File: config.mk
export PLATFORM = sky130hd
export DESIGN_NAME = and_pipe_stage_flat
export DESIGN_NICKNAME = d
export VERILOG_FILES = /design/src/rtl/and_pipe_pkg.sv /design/src/rtl/and_pipe_if.sv /design/src/rtl/and_pipe_reg.sv /design/src/rtl/and_pipe_stage.sv /design/src/flat_wrapper.sv
export SDC_FILE = /design/constraint.sdc
export NUM_CORES = 1
export LEC_CHECK = 0
export BUFFER_PORTS_ARGS = -buffer_cell sky130_fd_sc_hd__buf_2
export CELL_PAD_IN_SITES_DETAIL_PLACEMENT = 1
export CELL_PAD_IN_SITES_GLOBAL_PLACEMENT = 1
export CORE_MARGIN = 3
export CORE_UTILIZATION = 35
export CTS_BUF_LIST = sky130_fd_sc_hd__clkbuf_4 sky130_fd_sc_hd__clkbuf_8 sky130_fd_sc_hd__clkbuf_16
export DETAILED_ROUTE_END_ITERATION = 10
export HOLD_SLACK_MARGIN = 0.15
export PLACE_DENSITY = 0.86
export SYNTH_ARGS = -nofsm -noshare
export SYNTH_HDL_FRONTEND = slang
export SYNTH_SLANG_ARGS = --single-unit
export TNS_END_PERCENT = 10
File: constraint.sdc
create_clock -name clk -period 1.3 [get_ports clk]
set_input_delay 0.325 -clock clk [delete_from_list [all_inputs] [get_ports clk]]
set_output_delay 0.325 -clock clk [all_outputs]
set_load 0.01 [all_outputs]
File: src/rtl/and_pipe_pkg.sv
// Shared types and constants for the pipelined AND reduction stage.
// Stage payload: result word, per-chunk AND/NOR partials, final flags.
package and_pipe_pkg;

    localparam int STAGES_MAX = 4;
    localparam int STAT_W     = 16;
    localparam int DEF_WIDTH  = 32;
    localparam int DEF_CHUNK  = 8;

    typedef struct packed {
        logic [DEF_WIDTH-1:0]           y;
        logic [DEF_WIDTH/DEF_CHUNK-1:0] andp;
        logic [DEF_WIDTH/DEF_CHUNK-1:0] norp;
        logic                           all;
        logic                           zero;
    } stage_t;

    function automatic int stage_bits(input int width, input int chunk);
        return width + 2 * (width / chunk) + 2;
    endfunction

    function automatic logic legal_cfg(input int width, input int chunk,
                                       input int stages);
        return (chunk > 0) && (width % chunk == 0) &&
               (stages >= 1) && (stages <= STAGES_MAX);
    endfunction

endpackage

File: src/rtl/and_pipe_if.sv
// Valid/ready bundle for the AND pipe: operand side plus result side.
// master drives operands and out_ready; slave is the pipe itself.
interface and_pipe_if
    import and_pipe_pkg::*;
#(
    parameter int WIDTH = DEF_WIDTH
);

    logic             in_valid;
    logic             in_ready;
    logic [WIDTH-1:0] in_a;
    logic [WIDTH-1:0] in_b;
    logic             out_valid;
    logic             out_ready;
    logic [WIDTH-1:0] out_y;
    logic             out_all;
    logic             out_zero;

    modport master (
        output in_valid,
        output in_a,
        output in_b,
        output out_ready,
        input  in_ready,
        input  out_valid,
        input  out_y,
        input  out_all,
        input  out_zero
    );

    modport slave (
        input  in_valid,
        input  in_a,
        input  in_b,
        input  out_ready,
        output in_ready,
        output out_valid,
        output out_y,
        output out_all,
        output out_zero
    );

endinterface

File: src/rtl/and_pipe_reg.sv
// One elastic register slot: valid bit, payload, and bubble-collapsing
// ready (an empty slot always accepts, whatever is downstream).
module and_pipe_reg
    import and_pipe_pkg::*;
#(
    parameter int DW = 8
) (
    input  logic          clk,
    input  logic          rst,
    input  logic          i_valid,
    output logic          o_ready,
    input  logic [DW-1:0] i_data,
    output logic          o_valid,
    input  logic          i_ready,
    output logic [DW-1:0] o_data
);

    logic          r_valid;
    logic [DW-1:0] r_data;
    logic          w_load;

    assign o_ready = !r_valid || i_ready;
    assign w_load  = o_ready && i_valid;

    always_ff @(posedge clk) begin
        if (rst) begin
            r_valid <= 1'b0;
            r_data  <= '0;
        end else begin
            if (o_ready) begin
                r_valid <= i_valid;
            end
            if (w_load) begin
                r_data <= i_data;
            end
        end
    end

    assign o_valid = r_valid;
    assign o_data  = r_data;

endmodule

File: src/rtl/and_pipe_stage.sv
// Flow-controlled Y = A & B with all-ones/all-zero flags over STAGES slots.
// Define AND_PIPE_STATS_EN to add stat_xfers / stat_stalls counters.
module and_pipe_stage
    import and_pipe_pkg::*;
#(
    parameter int WIDTH  = 32,
    parameter int CHUNK  = 8,
    parameter int STAGES = 2
) (
    input  logic              clk,
    input  logic              rst,
    and_pipe_if.slave         bus
`ifdef AND_PIPE_STATS_EN
    ,
    output logic [STAT_W-1:0] stat_xfers,
    output logic [STAT_W-1:0] stat_stalls
`endif
);

    localparam int  NCH = WIDTH / CHUNK;
    localparam int  SW  = stage_bits(WIDTH, CHUNK);
    localparam bit  OK  = legal_cfg(WIDTH, CHUNK, STAGES);

    typedef struct packed {
        logic [WIDTH-1:0] y;
        logic [NCH-1:0]   andp;
        logic [NCH-1:0]   norp;
        logic             all;
        logic             zero;
    } stg_t;

    logic [WIDTH-1:0] w_y0;
    logic [NCH-1:0]   w_andp0;
    logic [NCH-1:0]   w_norp0;
    logic [STAGES:0]  w_rdy;
    logic [STAGES-1:0] w_v;
    stg_t             w_q [STAGES];

    assign w_y0 = bus.in_a & bus.in_b;

    always_comb begin
        w_andp0 = '0;
        w_norp0 = '0;
        for (int c = 0; c < NCH; c++) begin
            w_andp0[c] = &w_y0[c*CHUNK +: CHUNK];
            w_norp0[c] = ~|w_y0[c*CHUNK +: CHUNK];
        end
    end

    assign w_rdy[STAGES] = bus.out_ready;

    for (genvar k = 0; k < STAGES; k++) begin : g_st
        stg_t w_src;
        stg_t w_d;
        logic w_vin;

        if (k == 0) begin : g_head
            assign w_vin = bus.in_valid;
            always_comb begin
                w_src      = '0;
                w_src.y    = w_y0;
                w_src.andp = w_andp0;
                w_src.norp = w_norp0;
            end
        end else begin : g_body
            assign w_vin = w_v[k-1];
            assign w_src = w_q[k-1];
        end

        // Last slot folds the partials so the flags leave straight from a flop.
        if (k == STAGES - 1) begin : g_tail
            always_comb begin
                w_d      = w_src;
                w_d.all  = &w_src.andp;
                w_d.zero = &w_src.norp;
            end
        end else begin : g_pass
            assign w_d = w_src;
        end

        and_pipe_reg #(
            .DW(SW)
        ) u_reg (
            .clk     (clk),
            .rst     (rst),
            .i_valid (w_vin),
            .o_ready (w_rdy[k]),
            .i_data  (w_d),
            .o_valid (w_v[k]),
            .i_ready (w_rdy[k+1]),
            .o_data  (w_q[k])
        );
    end

    assign bus.in_ready  = w_rdy[0] && OK;
    assign bus.out_valid = w_v[STAGES-1];
    assign bus.out_y     = w_q[STAGES-1].y;
    assign bus.out_all   = w_q[STAGES-1].all;
    assign bus.out_zero  = w_q[STAGES-1].zero;

`ifdef AND_PIPE_STATS_EN
    logic [STAT_W-1:0] r_xfers;
    logic [STAT_W-1:0] r_stalls;
    logic              w_xfer;
    logic              w_stall;

    assign w_xfer  = bus.out_valid && bus.out_ready;
    assign w_stall = bus.out_valid && !bus.out_ready;

    always_ff @(posedge clk) begin
        if (rst) begin
            r_xfers  <= '0;
            r_stalls <= '0;
        end else begin
            if (w_xfer) begin
                r_xfers <= r_xfers + 1'b1;
            end
            if (w_stall) begin
                r_stalls <= r_stalls + 1'b1;
            end
        end
    end

    assign stat_xfers  = r_xfers;
    assign stat_stalls = r_stalls;
`endif

endmodule

File: src/flat_wrapper.sv
// flat-port wrapper written by rule: the top's interface ports become plain ports
module and_pipe_stage_flat import and_pipe_pkg::*;
#(
    parameter int WIDTH  = 32,
    parameter int CHUNK  = 8,
    parameter int STAGES = 2
)
  (clk, rst, bus_in_valid, bus_in_a, bus_in_b, bus_out_ready, bus_in_ready, bus_out_valid, bus_out_y, bus_out_all, bus_out_zero);
  and_pipe_if #(.WIDTH(WIDTH)) bus_i ();
  input  logic clk;
  input  logic rst;
  input wire logic [$bits(bus_i.in_valid)-1:0] bus_in_valid;
  input wire logic [$bits(bus_i.in_a)-1:0] bus_in_a;
  input wire logic [$bits(bus_i.in_b)-1:0] bus_in_b;
  input wire logic [$bits(bus_i.out_ready)-1:0] bus_out_ready;
  output wire logic [$bits(bus_i.in_ready)-1:0] bus_in_ready;
  output wire logic [$bits(bus_i.out_valid)-1:0] bus_out_valid;
  output wire logic [$bits(bus_i.out_y)-1:0] bus_out_y;
  output wire logic [$bits(bus_i.out_all)-1:0] bus_out_all;
  output wire logic [$bits(bus_i.out_zero)-1:0] bus_out_zero;
  assign bus_i.in_valid = bus_in_valid;
  assign bus_i.in_a = bus_in_a;
  assign bus_i.in_b = bus_in_b;
  assign bus_i.out_ready = bus_out_ready;
  assign bus_in_ready = bus_i.in_ready;
  assign bus_out_valid = bus_i.out_valid;
  assign bus_out_y = bus_i.out_y;
  assign bus_out_all = bus_i.out_all;
  assign bus_out_zero = bus_i.out_zero;
  and_pipe_stage #(.WIDTH(WIDTH), .CHUNK(CHUNK), .STAGES(STAGES)) u_core (.clk(clk), .rst(rst), .bus(bus_i));
endmodule
==> run summary <==
* **Achievable Freq** 769 MHz
* **largest clock skew in the final design** 0.00974 ns
* **total number of H-tree levels** 3
* **drt wl/cell** 14.7 um
* **Period minus WS final** 1.30 ns
* **Rel. slew slack** 76.8%
* **Chip Height** 97.5 um
* **worst reg2reg path startpoint** u_core.g_st[0].u_reg.o_valid
* **period utilisation layout** 100%
* **cell count after synthesis** 378
* **startpoint-to-endpoint class of the critical path** register to primary output
* **startpoint type of the worst setup path** register
* **final core utilization** 49.3%
* **result of the run** complete, but fails checks
* **violated checks** setup timing
* **fraction of layout cells with a size suffix above 1** 29.9%
* **initial antenna violation count** 0
* **total of endpoints with negative setup slack in the final report** 1
* **synthesized area** 2930 um^2
* **average vias per placed instance** 5.08
* **CP max stage cell** sky130_fd_sc_hd__dfxtp_2
* **router iterations before antenna repair** 4
* **Yosys warning total** 0
* **Hold Crit Class** input pin to register
* **largest incremental delay on the critical path** 0.34 ns
* **number of global-route vias before repair** 3069
* **met3 track demand over resource in global routing** 4.74%
* **syn_nets** 446
* **number of nets still failing antenna checks after routing** 0
* **TritonCTS sink count** 76
* **highest ir drop seen on vdd** 0.000555 V
* **most common cell after layout, fill and taps aside** sky130_fd_sc_hd__nand2_1
* **overall die width** 97.5 um
* **Critical Path End Type** primary output
* **post-synthesis register bit count** 76
* **Worst Hold Depth** 3
* **source-to-sink clock delay at the later pin of the worst-skew pair** 0.35 ns
* **Residual DRC** 0
* **Hold Startpoint** bus_in_b[23]
* **area leader, netlist** sky130_fd_sc_hd__dfxtp_1
* **total via count after detailed routing** 2997
* **number of buffers on the longest clock path** 2
* **Largest delay share family, worst path** flip-flops
* **Worst EP arrival** 0.98 ns
* **Nets** 551
* **cell-by-cell listing of the critical path** nand3b_1 > buf_2
* **pwr dens** 1210 nW/um^2
* **Critical R2R Capture** u_core.g_st[1].u_reg.o_data[0]
* **routability-driven placement congestion ratio** 0.748
* **overall routing resource usage** 18.2%
* **setup slack of the worst register-to-register path** 0.05 ns
* **final count of hold timing violations** 0
* **met2 Track Usage GR** 32.5%
* **post-layout instance count excluding filler cells** 590
* **reg2reg path depth** 6
* **clock transition at the registers of the reported paths** 0.08 ns
* **unrepaired setup endpoints after global routing** yes
* **fraction of the yosys area taken by sequential cells** 51.9%
* **leading cell types by total area after synthesis** sky130_fd_sc_hd__dfxtp_1 (52%), sky130_fd_sc_hd__nand2_1 (16%), sky130_fd_sc_hd__a21oi_1 (12%)
* **sum of routed wire length over all layers** 8680 um
* **sum of net half-perimeters after detailed placement** 6460 um
* **maximum number of pins on one net before global-route repair** 65
* **Rows** 32
* **final setup slack of the worst path** -0.00119 ns
* **Worst Hold Endpoint** u_core.g_st[0].u_reg.o_data[33]
* **area growth from synthesis to layout** 33.4%
* **CP Launch Point** u_core.g_st[1].u_reg.o_valid
* **count of different cell masters after synthesis** 20
* **Worst Path Max Fanout** 3
* **Port Buffer Count** 103
* **Diodes inserted** 0
* **Max-Cap Viols** 0
* **final number of max-transition violations** 0
* **most frequent cells in the layout** sky130_fd_sc_hd__nand2_1 (125), sky130_fd_sc_hd__buf_2 (103), sky130_fd_sc_hd__dfxtp_1 (74)
* **GR met1 Demand/Resource** 20.2%
* **area of the core** 7930 um^2
* **clock root buffer master** sky130_fd_sc_hd__clkbuf_8
* **CP required** 0.98 ns
* **buffering stage count on the worst path with inverters included** 1
* **gr busiest metal** met2
* **area fraction of the dominant cell type after synthesis** 51.9%
* **num ports** 104
* **cell total after placement** 573
* **LEAKAGE** 0.00160 uW
* **starting density of the core** 37.0%
* **TritonCTS clock tree** done
* **aggregate global routing overflow** 0
* **first-pass GRT wire length** 14100 um
* **number of CTS-inserted buffers** 9
* **Syn Area/Cell** 7.76 um^2
* **pin slew with the least headroom to its limit** 0.345 ns
* **DR iter-0 viols** 85
* **die area** 9510 um^2
* **Setup TNS** -0.00119 ns
-- synthesized netlist by cell type, drive strengths merged --
cell    number
nand2      125
nor2        10
nor2b        2
clkbuf       8
inv          1
a41oi        4
nor4         4
nand3       32
nand3b       1
nor3        12
a21oi       72
dfxtp       76
nand4        4
buf         16
and4         6
a22oi        4
nand2b       1
-- registers in the layout, indices dropped and copies added, names as in the netlist --
register                   flops
u_core.g_st.u_reg.o_data      74
u_core.g_st.u_reg.o_valid      2
-- worst max path at each step --
stage          depth (start not counted)                         endpoint
3_5_place_dp                           6  u_core.g_st[1].u_reg.o_data[31]
5_1_grt                                2                     bus_in_ready
6_report                               2                     bus_in_ready
2_1_floorplan                          6  u_core.g_st[1].u_reg.o_data[16]
4_1_cts                                2                     bus_in_ready
3_3_place_gp                           6  u_core.g_st[1].u_reg.o_data[24]
-- repair_timing --
action	CTS	global route
gates resized for setup	3	13
buffers inserted	1	1
setup endpoints to repair	30	33
hold buffers	0	0
-- logic make-up after synthesis --
logic type	after synthesis	share of synthesized area [%]
and+or+nand+nor	197	29.3
AOI/OAI and AO/OA	80	14.6
DFF	76	51.9
buffers and inverters	25	4.22
-- layout make-up --
cell class	count	area, um^2
fill	1016	4020
sequential	76	1520
tap	102	128
inverter	1	3.75
clock inverter	6	63.8
multi-input combinational	277	1340
clock buffer	10	131
timing repair buffer	118	722
-- report_power, final --
part | leakage [uW] | internal, uW | switching [uW]
clock | 0.0000961 | 908 | 861
combinational | 0.000887 | 231 | 303
sequential | 0.000619 | 2400 | 36.2
total | 0.00160 | 3540 | 1200
-- through the flow --
step                power, uW  hold WS [ns]  cell area [um^2]  setup WS [ns]
CTS                      4770         0.229              3850      -0.000485
global route             4970         0.227              3910        -0.0473
floorplan                2730         0.432              2930         0.0749
finish                   4740         0.240              3910       -0.00119
global placement         2980         0.435              3650        -0.0251
detailed placement       3000         0.445              3650         -0.127
-- per-layer routing --
metal	up-vias	wire, um
li1	1496	-
met1	1410	3650
met2	75	4490
met3	16	367
met4	0	163
met5	-	0
-- worst min-delay path: cells and delay by family --
family	cells	cell delay (ns)
AOI/OAI and AO/OA	1	0.05
buffers and inverters	1	0.10
and+or+nand+nor	1	0.06
Note: power is estimated with default switching activity, not from simulation.
